`src/rtl/demux8_1_buffered.sv`:
```
// Steers one source word to one of eight channel holding registers. Each channel
// has a valid/ready handshake and can either stall the producer or be overwritten.
module demux8_1_buffered #(
  parameter int unsigned WIDTH  = 32,
  parameter bit          STRICT = 1'b1
) (
  input  logic                 clk,
  input  logic                 rst_n,
  input  logic [WIDTH-1:0]     din,
  input  logic [2:0]           sel,
  input  logic                 in_valid,
  output logic                 in_ready,
  output logic [8*WIDTH-1:0]   dout,
  output logic [7:0]           out_valid,
  input  logic [7:0]           out_ready,
  output logic [7:0]           overrun,
  input  logic [7:0]           clr_ovr,
  output logic [15:0]          accept_cnt
);

  logic [WIDTH-1:0] data_q [8];
  logic [7:0]       valid_q, valid_d;
  logic [7:0]       ovr_q, ovr_d;
  logic [15:0]      cnt_q;
  logic             accept;
  logic [7:0]       load;

  // in_ready must never depend on in_valid to avoid a handshake loop
  always_comb begin
    if (STRICT) begin
      in_ready = ~valid_q[sel] | out_ready[sel];
    end else begin
      in_ready = 1'b1;
    end
  end

  assign accept = in_valid & in_ready;
  assign load   = accept ? (8'b1 << sel) : 8'b0;

  always_comb begin
    valid_d = valid_q;
    for (int i = 0; i < 8; i++) begin
      if (load[i]) begin
        valid_d[i] = 1'b1;
      end else if (valid_q[i] && out_ready[i]) begin
        valid_d[i] = 1'b0;
      end
    end
  end

  // Set beats clear when both happen in the same cycle
  always_comb begin
    if (STRICT) begin
      ovr_d = 8'h00;
    end else begin
      ovr_d = (ovr_q & ~clr_ovr) | (load & valid_q & ~out_ready);
    end
  end

  always_ff @(posedge clk or negedge rst_n) begin
    if (!rst_n) begin
      for (int i = 0; i < 8; i++) begin
        data_q[i] <= '0;
      end
      valid_q <= 8'h00;
      ovr_q   <= 8'h00;
      cnt_q   <= 16'h0000;
    end else begin
      for (int i = 0; i < 8; i++) begin
        if (load[i]) begin
          data_q[i] <= din;
        end
      end
      valid_q <= valid_d;
      ovr_q   <= ovr_d;
      if (accept) begin
        cnt_q <= cnt_q + 16'd1;
      end
    end
  end

  always_comb begin
    dout = '0;
    for (int i = 0; i < 8; i++) begin
      dout[i*WIDTH +: WIDTH] = data_q[i];
    end
  end

  assign out_valid  = valid_q;
  assign overrun    = ovr_q;
  assign accept_cnt = cnt_q;

endmodule

```
`config.mk`:
```
export PLATFORM = sky130hd
export DESIGN_NAME = demux8_1_buffered
export DESIGN_NICKNAME = d
export VERILOG_FILES = /design/src/rtl/demux8_1_buffered.sv
export SDC_FILE = /design/constraint.sdc
export NUM_CORES = 1
export LEC_CHECK = 0
export CORE_MARGIN = 3
export CORE_UTILIZATION = 44
export DETAILED_ROUTE_END_ITERATION = 16
export PLACE_DENSITY = 0.76
export SLEW_MARGIN = 25
export SYNTH_ARGS = -nofsm -noshare
export SYNTH_HDL_FRONTEND = slang
export SYNTH_SLANG_ARGS = --single-unit
export TNS_END_PERCENT = 1
```
`constraint.sdc`:
```
create_clock -name clk -period 4.6 [get_ports clk]
set_clock_uncertainty 0.15 [all_clocks]
set_input_delay 1.15 -clock clk [delete_from_list [all_inputs] [get_ports clk]]
set_output_delay 1.15 -clock clk [all_outputs]
set_load 0.02 [all_outputs]
```
==> key figures <==
Logic synthesis
  • Yosys warnings: 0
  • Proportion of register bits with asynchronous set or reset after synthesis: 1.00
  • Library cell with the largest summed area after synthesis: dfrtp_1
  • Post-Syn Instances: 655
  • Main area contributors after synthesis: dfrtp_1, mux2_2, buf_6, xnor2_1, buf_4
  • Share of Yosys cell area claimed by the top area cell type: 0.645
  • Number of different library cells in the post-synthesis netlist: 30
  • Top cells by instance count after synthesis: dfrtp_1, mux2_2, buf_4, buf_6, xnor2_1
  • Register area share after synthesis: 0.645
  • Flop and latch count out of synthesis: 280
  • Most used DFF post-synth: dfrtp_1
  • Area of the mapped netlist: 10,900 µm²
  • Number of enable flip-flop cells after synthesis: 0
  • Library cell with the highest instance count after synthesis: dfrtp_1
  • Per-instance average area after synthesis: 16.6 µm²

CTS
  • Clock buffer depth: 3
  • Clock insertion delay at the later pin of the skew report: 0.54 ns
  • CTS resizes: 0
  • Number of sinks on the clock net: 280
  • Root buffer cell: clkbuf_16
  • Clock slew at the register clock pins of the worst setup and hold paths: 0.05 ns
  • Count of buffers added by post-CTS timing repair for setup: 0
  • Number of buffers created by CTS: 30
  • H-tree depth reported by CTS: 1
  • TritonCTS clock tree: yes
  • Hold buffers post-CTS: 0

Setup path
  • Peak fanout along the critical path: 6
  • Worst endpoint data arrival time: 3.11 ns
  • Required time at the worst-slack endpoint: 3.30 ns
  • Startpoint of the worst setup timing path: sel[0]
  • Crit Path Class: input port to output port
  • CP endpoint: in_ready
  • Launching element type of the critical path: input port
  • Reg2Reg Capture Point: dout[28]
  • Type of element capturing the critical path: output port
  • R2R Setup Slk: 2.03 ns
  • Number of cells on the worst reg-to-reg path: 6
  • Critical R2R Launch: out_valid[5]

STA
  • RSZ-0062 raised after global routing: no
  • Worst-margin pin slew: 0.793 ns
  • Final setup viols: 0
  • Worst slew margin relative to its limit: 0.471
  • Number of max-slew violations in the final report: 0
  • Fmax achieved: 227 MHz
  • Final total negative setup slack: 0 ns
  • Final critical path time including I/O delays and setup: 4.41 ns
  • Hold Vio Cnt, Final: 0
  • Post-route clock period utilization: 0.958

Place
  • Number of instances in the placed design: 1,290
  • Number of buffer cells added on primary ports: 326
  • Placed wire-length estimate after detailed placement: 19,700 µm
  • GPL Wtd Cong: 0.802

Floorplanning
  • Die Height: 163 µm
  • Die ar.: 26,600 µm²
  • Initial Util: 0.455
  • Standard cell core area: 23,900 µm²
  • I/O pin count: 343
  • Number of placement rows: 56
  • Die Width: 163 µm

Route
  • Routed WL: 28,500 µm
  • Total DRC errors in the routed layout: 0
  • DRT antenna net count: 0
  • Detailed-routing iteration count for the pre-antenna-repair pass: 4
  • Number of DRC violations after detailed-routing iteration 0: 267
  • Detailed-route via count: 6,809
  • Mean routed wirelength per cell: 21.3 µm
  • Routed vias/inst: 5.08

Finish
  • Total Nets Final: 1,058
  • Total of fill cells in the finished design: 1,761
  • FF+latch area: 7010 µm²
  • Non-filler cells, final: 1,341
  • Fraction of final layout cells with drive strength greater than 1: 0.324
  • Area taken by multi-input logic gates: 3510 µm²
  • Area growth from synthesis to layout: 41.4%
  • # diodes: 0

Power and ir drop
  • Maximum VDD drop: 392 µV
  • Leakage power total: 6.63 nW
  • Pwr Density: 567 nW/µm²

Global route
  • Total track usage: 0.212
  • Initial antenna violation count: 0
  • First-pass GRT wire length: 43,800 µm
  • Largest net degree at the start of global routing: 104
  • Total global routing overflow: 0
  • Via count of the first global-routing pass: 7,339

Job
  • Count of max-cap constraint violations: 0

Hold path
  • Path type of the worst min-delay path: register to register

Run status
  • Result of the run: completed
state kept, by name, summed over array words and instances, names as in the netlist:
signal,count
dout,256
accept_cnt,16
out_valid,8
where the power goes:
part           switching, mW  total (mW)  leakage, nW  internal (mW)
Sequential             0.335        3.42         3.40           3.09
Clock                  0.927        2.27        0.455           1.34
Combinational           1.46        3.02         2.77           1.56
worst max-delay path, cell delays in order:
cell             delay [ns]
clkdlybuf4s50_1        0.61
mux4_2                 0.54
o22a_1                 0.23
clkdlybuf4s50_1        0.58
metrics by stage:
step | setup WS, ns | hold slack (ns) | utilization | instance area (µm²) | total power [mW]
after global placement | 0.200 | 0.316 | 0.604 | 14400 | 6.44
after global routing | 0.108 | 0.363 | 0.643 | 15400 | 9.10
after CTS | 0.179 | 0.324 | 0.643 | 15400 | 8.80
final | 0.192 | 0.329 | 0.643 | 15400 | 8.71
after floorplan | 1.02 | 0.432 | - | 10900 | 4.85
after detailed placement | 0.187 | 0.317 | 0.604 | 14400 | 6.50
layer usage:
layer,up-vias,GRT usage,share of wire
met3,50,0.0664,0.080
met2,245,0.369,0.50
li1,3016,-,-
met1,3498,0.255,0.39
met5,-,0,0
met4,0,0.0592,0.026
kinds of logic after synthesis:
group / Yosys count / share of synthesized area
xor gates and xnor gates: 15 / 0.0121
muxes: 263 / 0.276
buffers and inverters: 47 / 0.0343
other: 1 / 0.000345
and+or+nand+nor: 37 / 0.0260
adders and majority gates: 1 / 0.00115
AOI/OAI and AO/OA: 11 / 0.00587
DFF: 280 / 0.645
worst min path at each step:
stage	startpoint	to	cells past startpoint
global placement	accept_cnt[15]	accept_cnt[15]	1
finish	accept_cnt[15]	accept_cnt[15]	1
floorplan	accept_cnt[15]	accept_cnt[15]	1
global route	dout[178]	dout[178]	1
CTS	accept_cnt[15]	accept_cnt[15]	1
detailed placement	accept_cnt[15]	accept_cnt[15]	1
final cells by class:
cell class,count,share of cell area
clock buffers,44,0.0563
repair buffers,348,0.227
inverters,8,0.00195
flip-flops and latches,280,0.456
clock inverters,7,0.00432
multi-input cells,335,0.229
well taps,319,0.0260
placed cells by master, fill, tap and decap left out, types with 2 or more instances in the layout:
cell type        count
clkdlybuf4s50_1    325
dfrtp_1            280
mux2_2             252
clkbuf_16           31
buf_4               18
xnor2_1             15
nand4_1              9
clkbuf_1             9
inv_1                8
o21ai_0              8
conb_1               8
and3_1               7
mux2i_1              4
mux2_4               4
nand4_2              4
clkinv_2             4
clkbuf_8             4
buf_12               4
nor2b_1              3
nand3_4              3
nand3_1              3
nand2_1              3
and2_1               2
a22oi_1              2
mux4_2               2
No activity file was read; power rests on OpenSTA's default activity.
